### config.mk
export PLATFORM = sky130hd
export DESIGN_NAME = mmo_game_regs
export DESIGN_NICKNAME = d
export VERILOG_FILES = /design/src/rtl/mmo_game_regs.sv
export SDC_FILE = /design/constraint.sdc
export NUM_CORES = 1
export LEC_CHECK = 0
export ABC_AREA = 1
export CORE_UTILIZATION = 35
export CTS_CLUSTER_DIAMETER = 120
export DETAILED_ROUTE_END_ITERATION = 8
export GPL_TIMING_DRIVEN = 0
export PLACE_DENSITY = 0.57
export SETUP_SLACK_MARGIN = 0.5
export SLEW_MARGIN = 30
export SYNTH_ARGS = -nofsm -noshare
export SYNTH_HDL_FRONTEND = slang
export SYNTH_SLANG_ARGS = --single-unit
### constraint.sdc
create_clock -name clk -period 13 [get_ports clk]
set_input_delay 2.6 -clock clk [delete_from_list [all_inputs] [get_ports clk]]
set_output_delay 2.6 -clock clk [all_outputs]
set_load 0.03 [all_outputs]
### src/rtl/mmo_game_regs.sv
// mmo_game_regs: Avalon-MM register block for the game SoC (single-cycle access, read latency 1).
// Holds ID, CTRL/STATUS, a down-counting game-tick timer, a saturating score and a display FIFO
// that fabric-side logic drains through a valid/ready handshake.
// Optional feature macro: GAME_IRQ_EN adds the registered irq output.
module mmo_game_regs #(
  parameter int          FIFO_AW  = 3,
  parameter logic [31:0] ID_VALUE = 32'h47414D45
) (
  input  logic        clk,
  input  logic        reset,
  input  logic        mmo_write,
  input  logic        mmo_read,
  input  logic [4:0]  mmo_address,
  input  logic [31:0] mmo_writedata,
  input  logic [3:0]  mmo_byteenable,
  output logic [31:0] mmo_readdata,
  output logic [31:0] disp_data,
  output logic        disp_valid,
  input  logic        disp_ready
`ifdef GAME_IRQ_EN
  ,
  output logic        irq
`endif
);

  localparam int DEPTH = 2 ** FIFO_AW;

  localparam logic [4:0] A_ID     = 5'd0;
  localparam logic [4:0] A_CTRL   = 5'd1;
  localparam logic [4:0] A_STATUS = 5'd2;
  localparam logic [4:0] A_RELOAD = 5'd3;
  localparam logic [4:0] A_COUNT  = 5'd4;
  localparam logic [4:0] A_SCORE  = 5'd5;
  localparam logic [4:0] A_SADD   = 5'd6;
  localparam logic [4:0] A_PUSH   = 5'd7;

  localparam logic [FIFO_AW-1:0] PTR_ONE  = {{(FIFO_AW-1){1'b0}}, 1'b1};
  localparam logic [FIFO_AW:0]   LVL_ONE  = {{FIFO_AW{1'b0}}, 1'b1};
  localparam logic [FIFO_AW:0]   LVL_FULL = {1'b1, {FIFO_AW{1'b0}}};

  // Replace only the byte lanes that are enabled.
  function automatic logic [31:0] merge_be(input logic [31:0] old_v, input logic [31:0] new_v,
                                           input logic [3:0] be);
    logic [31:0] res;
    res = old_v;
    for (int b = 0; b < 4; b++) begin
      if (be[b]) res[8*b +: 8] = new_v[8*b +: 8];
    end
    return res;
  endfunction

  // 33-bit add that clamps to all-ones when the carry is set.
  function automatic logic [31:0] sat_add(input logic [31:0] a, input logic [31:0] b);
    logic [32:0] s;
    s = {1'b0, a} + {1'b0, b};
    return s[32] ? 32'hFFFF_FFFF : s[31:0];
  endfunction

  logic                 tmr_en_q, tmr_en_d, auto_rl_q, auto_rl_d, irq_en_q, irq_en_d;
  logic                 tick_q, tick_d, ovf_q, ovf_d;
  logic [31:0]          reload_q, reload_d, count_q, count_d, score_q, score_d;
  logic [31:0]          rdata_q, rdata_d;
  logic [FIFO_AW-1:0]   wr_ptr_q, wr_ptr_d, rd_ptr_q, rd_ptr_d;
  logic [FIFO_AW:0]     level_q, level_d;
  logic [31:0]          mem [DEPTH];

  logic wr_ctrl, wr_status, wr_reload, wr_score, wr_sadd, wr_push;
  logic flush, full, empty, pop, push_req, push, tick_set;
  logic [31:0] status, rd_mux;

  assign wr_ctrl   = mmo_write && (mmo_address == A_CTRL);
  assign wr_status = mmo_write && (mmo_address == A_STATUS);
  assign wr_reload = mmo_write && (mmo_address == A_RELOAD);
  assign wr_score  = mmo_write && (mmo_address == A_SCORE);
  assign wr_sadd   = mmo_write && (mmo_address == A_SADD);
  assign wr_push   = mmo_write && (mmo_address == A_PUSH);

  // Flush lives in CTRL lane 0 and is never stored.
  assign flush    = wr_ctrl && mmo_byteenable[0] && mmo_writedata[3];
  assign full     = (level_q == LVL_FULL);
  assign empty    = (level_q == '0);
  assign pop      = !empty && disp_ready && !flush;
  assign push_req = wr_push && !flush;
  assign push     = push_req && (!full || pop);

  assign disp_valid   = !empty;
  assign disp_data    = mem[rd_ptr_q];
  assign mmo_readdata = rdata_q;

  // Read mux: STATUS assembled from sticky flags and FIFO level.
  always_comb begin
    status              = '0;
    status[0]           = tick_q;
    status[1]           = empty;
    status[2]           = full;
    status[3]           = ovf_q;
    status[8 +: FIFO_AW+1] = level_q;
    rd_mux = '0;
    case (mmo_address)
      A_ID:     rd_mux = ID_VALUE;
      A_CTRL:   rd_mux = {29'd0, irq_en_q, auto_rl_q, tmr_en_q};
      A_STATUS: rd_mux = status;
      A_RELOAD: rd_mux = reload_q;
      A_COUNT:  rd_mux = count_q;
      A_SCORE:  rd_mux = score_q;
      default:  rd_mux = '0;
    endcase
  end

  // Next-state for timer, flags, score, FIFO pointers and read data.
  always_comb begin
    tmr_en_d = tmr_en_q;
    auto_rl_d = auto_rl_q;
    irq_en_d = irq_en_q;
    reload_d = reload_q;
    count_d  = count_q;
    score_d  = score_q;
    tick_set = 1'b0;
    tick_d   = tick_q;
    ovf_d    = ovf_q;
    wr_ptr_d = wr_ptr_q;
    rd_ptr_d = rd_ptr_q;
    level_d  = level_q;
    rdata_d  = rdata_q;

    if (tmr_en_q) begin
      if (count_q != 32'd0) begin
        count_d = count_q - 32'd1;
      end else begin
        tick_set = 1'b1;
        if (auto_rl_q) count_d = reload_q;
        else           tmr_en_d = 1'b0;
      end
    end
    if (wr_ctrl && mmo_byteenable[0]) begin
      tmr_en_d  = mmo_writedata[0];
      auto_rl_d = mmo_writedata[1];
      irq_en_d  = mmo_writedata[2];
    end
    // A RELOAD write overrides whatever the timer did this cycle.
    if (wr_reload) begin
      reload_d = merge_be(reload_q, mmo_writedata, mmo_byteenable);
      count_d  = reload_d;
    end

    if (wr_status && mmo_writedata[0]) tick_d = 1'b0;
    if (tick_set)                      tick_d = 1'b1;
    if (wr_status && mmo_writedata[3]) ovf_d = 1'b0;
    if (push_req && !push)             ovf_d = 1'b1;

    if (wr_score)     score_d = merge_be(score_q, mmo_writedata, mmo_byteenable);
    else if (wr_sadd) score_d = sat_add(score_q, mmo_writedata);

    if (flush) begin
      wr_ptr_d = '0;
      rd_ptr_d = '0;
      level_d  = '0;
    end else begin
      if (push) wr_ptr_d = wr_ptr_q + PTR_ONE;
      if (pop)  rd_ptr_d = rd_ptr_q + PTR_ONE;
      if (push && !pop)      level_d = level_q + LVL_ONE;
      else if (pop && !push) level_d = level_q - LVL_ONE;
    end

    if (mmo_read) rdata_d = rd_mux;
  end

  // Control and register state, asynchronously cleared.
  always_ff @(posedge clk or posedge reset) begin
    if (reset) begin
      tmr_en_q <= 1'b0;
      auto_rl_q <= 1'b0;
      irq_en_q <= 1'b0;
      tick_q   <= 1'b0;
      ovf_q    <= 1'b0;
      reload_q <= '0;
      count_q  <= '0;
      score_q  <= '0;
      rdata_q  <= '0;
      wr_ptr_q <= '0;
      rd_ptr_q <= '0;
      level_q  <= '0;
    end else begin
      tmr_en_q <= tmr_en_d;
      auto_rl_q <= auto_rl_d;
      irq_en_q <= irq_en_d;
      tick_q   <= tick_d;
      ovf_q    <= ovf_d;
      reload_q <= reload_d;
      count_q  <= count_d;
      score_q  <= score_d;
      rdata_q  <= rdata_d;
      wr_ptr_q <= wr_ptr_d;
      rd_ptr_q <= rd_ptr_d;
      level_q  <= level_d;
    end
  end

  // FIFO storage: contents are don't-care while the level says empty.
  always_ff @(posedge clk) begin
    if (push) mem[wr_ptr_q] <= mmo_writedata;
  end

`ifdef GAME_IRQ_EN
  logic irq_q;
  // Interrupt registered from the sticky flags.
  always_ff @(posedge clk or posedge reset) begin
    if (reset) irq_q <= 1'b0;
    else       irq_q <= irq_en_q && (tick_q || ovf_q);
  end
  assign irq = irq_q;
`endif

endmodule

======== Word level (Yosys, flattened, before mapping) ========
Memory sizes are Yosys's and may differ from the RTL's.
Cells that the tools add are included.
Widths: inputs -> output; s select.
storage, ports and cells
  bits of input ports ..................... 46
  output and inout bits ................... 65
  logic and storage cells ................. 108
  memories ................................ 1
  RAM bits ................................ 256
  flip-flop bits (word level) ............. 143
operators by class
  reductions and logical operators ........ 39
  equality and inequality tests ........... 12
  add/subtract/negate cells ............... 6
  multiplexer cells ....................... 35
memory list
  name  words  width  rd ports  clocked after Yosys merged registers in  write ports  line  RTL
  mem   8      32     1         0                                        1            65    logic [31:0] mem [DEPTH];
operators by type and width
  cell                   count
  $mux 32                7
  $pmux 32 s6            1
  $mux 8                 8
  $add 32x32->33         1
  $reduce_bool 32->1     1
  $sub 32x1->32 const B  1
  $eq 5x3->1 const B     4
  $logic_and 1x1->1      17
  $mux 1                 12
  $mux 3                 4
  $mux 4                 3
  $reduce_bool 2->1      6
  $eq 5x2->1 const B     2
  $reduce_and 2->1       5
  $ne 2x2->1 const B     4
  $add 3x1->3 const B    2
  $reduce_bool 3->1      2
  $eq 5x1->1 const B     1
  $logic_not 1->1        5
  $logic_not 5->1        1
  $add 4x1->4 const B    1
  $eq 4x4->1 const B     1
  $logic_not 4->1        1
  $sub 4x1->4 const B    1
  $logic_or 1x1->1       1

======== Depth between registers and ports, before layout ========
  word-level depth ........................ 13
  mapped depth ............................ 15
  depth with buffers taken out ............ 14

======== Worst setup path after synthesis ========
No wires, ideal clock.
  kind .................................... input to register
  from .................................... input mmo_byteenable[0]
  to ...................................... memory mem[0][0] (enable)
  stages .................................. 10
  slack ................................... 6888 ps
  required time ........................... 12539 ps
  data arrival time ....................... 5651 ps
  setup time .............................. 461 ps
  cell sequence ........................... buf_2 > nand2_1 > nor3_2 > nand2_1 > nand2_1 > nand2_1 > nand2_1 > inv_2 > nand2_1 > nor3_1
on the way
  word-level cells in the longest chain between the ends .. 8
  elaborated cells between the ends (all ways) .. 9
RTL lines
  item                              line    RTL
  from (decl)                       15      input logic [3:0] mmo_byteenable,
  $logic_and 1x1->1 * (2 in a row)  79      assign flush = wr_ctrl && mmo_byteenable[0] && mmo_writedata[3];
  $logic_not 1->1 *                 82, 83
  $logic_and 1x1->1                 82      assign pop = !empty && disp_ready && !flush;
  $logic_or 1x1->1                  84      assign push = push_req && (!full || pop);
  $logic_and 1x1->1 *               84
  $mux 1 *                          201     if (push) mem[wr_ptr_q] <= mmo_writedata;
  $mux 1 (not written as such) *    201
  to (decl)                         65
Every way passes the cells marked *; elsewhere a longest branch is shown, timed or not.

======== Worst setup path after layout ========
  from .................................... register rd_ptr_q[0]
  to ...................................... output disp_data[30]
on the way
  word-level cells in the longest chain between the ends .. 1
RTL lines
  item                    line  RTL
  from (decl)             63    logic [FIFO_AW-1:0] wr_ptr_q, wr_ptr_d, rd_ptr_q, rd_ptr_d;
  from (signal assigned)  194   rd_ptr_q <= rd_ptr_d;
  $mem_v2 8x32            --
  to (decl)               17    output logic [31:0] disp_data,
Every way passes these cells.

==> run summary <==
TritonCTS built the clock tree. The clock-pin slew on the worst setup and hold paths is 0.06 ns. Timing analysis after detailed placement gives a worst setup slack of 6.79 ns. The tools report the number of antenna violations at the first check in global routing as 5. The cell accounting for the most synthesized area was edfxtp_1. Overall power consumption after layout is estimated at 5.14 mW. In this run, synthesis produced a sequential element count of 399.

Input and output buffers added on the ports amount to 109. The clock passes through at most 3 buffers. Entering global routing, the biggest net connects 80 pins. IR analysis of the VDD net gives a maximum drop of 0.131 mV. Walking the worst path, the cells encountered are inv_1 > clkbuf_1 > clkbuf_1 > o21ai_0 > o22ai_1 > nor2_1 > a31oi_1 > clkdlybuf4s50_1. For met2 alone, demand over resource in global routing was 38.9%. Setup repair after global routing left no endpoint under its margin.

Global routing used 31.2% of the available met1 tracks. The tightest min-delay check is of the reg -> reg type. In this run the register-to-register setup slack is 9.69 ns. For the layout net count, the log shows 2,735. The number of buffers added by the clock tree synthesis step was 45; the number of buffers inserted by post-CTS setup repair was 0. The worst pin sits at a relative slew slack of 45.9%. The run gives 17,794 as the number of global-route vias before repair.

The required time of the worst setup path is 10.40 ns. The worst path needs 6.23 ns of the cycle, external delays included. At the end of routability-driven placement, the weighted congestion stood at 0.947.

Of the available clock period, the critical path in the final layout requires 47.9%. The tools report the cell area after synthesis as 20,700 µm². The cell row count was 88; the signed area change from the synthesized netlist to the final layout was 18.8%. The yosys synthesis warning count is 0.

The core region is 58,100 µm². The worst setup path is of the reg -> out kind. The final hold violation count is 0.

The cell type group with the largest total delay on the critical path is buffers and inverters. The endpoint of the lowest-slack register-to-register path is mem[2][30]$_DFFE_PP_. The max-slew violation count is 0. The final route contains 17,943 vias.

The finished cells cover 24,600 µm². The global routing met3 resource utilization is 3.13%, and the post-route clock skew is 0.0214 ns. For the worst hold slack across all endpoints, the log shows 0.491 ns. The H-tree was split into 2 levels.

The share of layout cells above drive strength 1 was 6.07%; the slew at the pin with the worst max-slew slack was 0.808 ns. The cell sitting at the root of the clock tree is a clkbuf_16. The first global-routing pass estimated 106,000 µm of wire. The number of buffers and inverters on the critical path was 4; the area enclosed by the die boundary was 60,200 µm². Standard cell with the maximum stage delay on the critical path: clkdlybuf4s50_1.

Yosys mapped the design onto 46 distinct sky130hd cell types. Ranked by total cell area, the synthesized netlist is headed by edfxtp_1 37%, dfrtp_1 17%, nand2_1 12%. The reg-to-reg critical path startpoint is level_q[3]$_DFFE_PP0P_.

The launch point of the critical path is rd_ptr_q[0]$_DFFE_PP0P_. Counting stages on the worst path, the most repeated cell is clkbuf_1. Number of flops mapped to enable cells by yosys: 256. In the synthesized netlist the dominant register cell turns out to be edfxtp_1.

The logs give 0 for the number of diodes added for antenna fixing and 3.63 ns for the arrival time at the worst endpoint. Global routing finished with a remaining overflow of 0. After clock tree synthesis, the repair step resized 0 gates. Across all setup checks in the final design, the least slack found is 6.77 ns.

The number of hold buffers added after CTS was 0. The flow ran to the end, and the final reports show no timing, DRC or antenna violations. In this run the worst path has a maximum fanout of 10.

Measured in cells, the most critical reg-to-reg path has a length of 12. After detailed routing, the number of vias per cell comes to 5.20. Pin placement for this block handled 111 I/O pins. For the count of routing violations after the opening detailed-route iteration, the log shows 1,456. Dividing the synthesized area by the synthesized cell count gives 8.42 µm². After synthesis, the largest area contributor takes up 37.1% of total cell area.

The critical path runs through a total of 8 cells. STA classifies the critical path startpoint as a flop. Counting every net in the synthesized netlist gives 2,547.

Setup violations remaining at the end of the flow were counted as 0. In this run the horizontal extent of the chip is 245 µm. STA classifies the critical path endpoint as an output port. In the routed design, unresolved DRC markers number 0. Across the run, the number of max-cap violations was 0.

The largest single stage delay on the critical path is 0.72 ns. The maximum achievable frequency was 160 MHz; the total global-route track usage was 23.5%. Clock latency of the later-clocked register in the worst-skew pair: 0.60 ns.

Power spread over the standard cell area amounts to 209 nW/µm². Counting the fill cells in the layout gives 5,832. The effective utilization at floorplan was 35.6%; the wire length per cell after detailed routing was 20.4 µm. The clock drives 399 sinks. The HPWL after detailed placement is 53,100 µm.

In the synthesized netlist, the number of instances is 2,461. For the detailed-route wire length, the log shows 70,400 µm. Once detail routing completed, the nets flagged for antenna violations numbered 0. Summing all placed instances gives a cell area of 23,100 µm².

The sum of negative setup slack came out at 0 ns. Routing layer with the top usage in global route: met2. The sequential fraction of the synthesis area is 54.4%, and the number of search-and-repair iterations in the first detailed-routing pass is 6. In the synthesized netlist the async set-or-reset flop fraction comes to 35.8%.

In this run the static leakage power is 10.5 nW. In this run the vertical extent of the chip is 245 µm. The critical path ends at disp_data[30].
through the flow:
stage / utilization [%] / instances
CTS: 42.3 / 3449
detailed placement: 39.8 / 3366
finish: 42.3 / 3450
floorplan: - / 2461
global placement: 39.1 / 3335
global route: 42.3 / 3450
flip-flops by register name (all words and copies together) (netlist names), 3 cells and up:
register	cells
level_q	4
count_q	32
mmo_readdata	32
rd_ptr_q	3
reload_q	32
mem	256
wr_ptr_q	3
score_q	32
worst register-to-register path: cells and delay by family, from the launching register on:
family | cells | cell delay [ns]
buf+inv | 4 | 0.73
flops | 1 | 0.47
simple gates | 8 | 1.80
power breakdown:
group	leakage, nW	internal (mW)	switching, mW
registers	4.08	1.49	0.141
clock network	0.729	0.741	0.550
logic	5.73	0.724	1.50
cell families (layout without fill, tap and decap cells):
| family | after synthesis | after routing | share of synthesized area [%] |
|---|---|---|---|
| and+or+nand+nor | 1180 | 1180 | 22.8 |
| AOI/OAI and AO/OA | 466 | 466 | 12.4 |
| DFF | 399 | 399 | 54.4 |
| buffers and inverters | 345 | 569 | 6.54 |
| adders and majority gates | 40 | 40 | 2.49 |
| xor gates and xnor gates | 31 | 31 | 1.31 |
worst min path at each step:
| stage | to | slack (ns) | from | depth (start not counted) |
|---|---|---|---|---|
| after floorplan | irq_en_q$_DFFE_PP0N_ | 0.45 | irq_en_q$_DFFE_PP0N_ | 2 |
| after global placement | mmo_readdata[11]$_DFFE_PP0P_ | 0.48 | mmo_readdata[11]$_DFFE_PP0P_ | 2 |
| after CTS | mmo_readdata[14]$_DFFE_PP0P_ | 0.50 | mmo_readdata[14]$_DFFE_PP0P_ | 2 |
| final | mmo_readdata[23]$_DFFE_PP0P_ | 0.49 | mmo_readdata[23]$_DFFE_PP0P_ | 2 |
| after detailed placement | mmo_readdata[8]$_DFFE_PP0P_ | 0.47 | mmo_readdata[8]$_DFFE_PP0P_ | 2 |
| after global routing | mmo_readdata[14]$_DFFE_PP0P_ | 0.51 | mmo_readdata[14]$_DFFE_PP0P_ | 2 |
Yosys cell counts, types with 3 or more instances:
cell type,number
nor3_1,46
edfxtp_1,256
or2_2,6
buf_1,4
o211ai_1,3
a31oi_1,41
o21ai_0,254
buf_4,7
xnor2_1,15
nand3_1,88
o21bai_1,8
a21oi_1,82
o21ai_1,3
and2_1,4
dfrtp_1,143
nor2_1,368
nor2_2,4
nand4_1,9
clkbuf_1,65
a21oi_2,3
inv_1,242
buf_2,21
ha_1,38
o221ai_1,5
o2111ai_1,8
o22ai_1,45
inv_2,3
a21boi_0,4
a211oi_1,4
xor2_1,16
nand2_1,642
final cells by class:
cell class                 count  area [µm²]  share of cell area (%)
tap                          765         957                    3.89
inverter                     247         935                    3.80
sequential                   399       11300                    45.8
clock buffer                  63        1250                    5.10
buffer                        98         428                    1.74
multi-input combinational   1717        8140                    33.1
clock inverter                20         234                   0.951
timing repair buffer         141        1400                    5.68
layer usage:
layer  share of wire (%)  wire [µm]  vias up
li1                    -          -     8560
met4                 3.5       2500        2
met2                  47      33000      621
met3                 6.3       4420      137
met5               0.017         12        -
met1                  43      30500     8623
layout by cell type (no fill, tap or decap), drive strengths merged:
| master | netlist | final |
|---|---|---|
| clkbuf | 65 | 128 |
| ha | 38 | 38 |
| inv | 245 | 247 |
| a21boi | 5 | 5 |
| nand3b | 2 | 2 |
| o2111ai | 8 | 8 |
| nand4 | 9 | 9 |
| fa | 2 | 2 |
| a22o | 1 | 1 |
| a31oi | 41 | 41 |
| o21bai | 8 | 8 |
| nand2 | 645 | 645 |
| xnor2 | 15 | 15 |
| clkdlybuf4s50 | 0 | 109 |
| o21ai | 257 | 257 |
| nor3 | 48 | 48 |
| nor2 | 374 | 374 |
| clkinv | 2 | 17 |
| o22ai | 45 | 45 |
| a211oi | 4 | 4 |
| edfxtp | 256 | 256 |
| xor2 | 16 | 16 |
| and3 | 2 | 2 |
| dfrtp | 143 | 143 |
| o31ai | 2 | 2 |
| or2 | 6 | 6 |
| bufinv | 0 | 3 |
| o211ai | 3 | 3 |
| nand3 | 90 | 90 |
| a21oi | 85 | 85 |
| o221ai | 5 | 5 |
| buf | 33 | 65 |
| a21o | 2 | 2 |
| and2 | 4 | 4 |
Power figures use the tool's default switching activity.
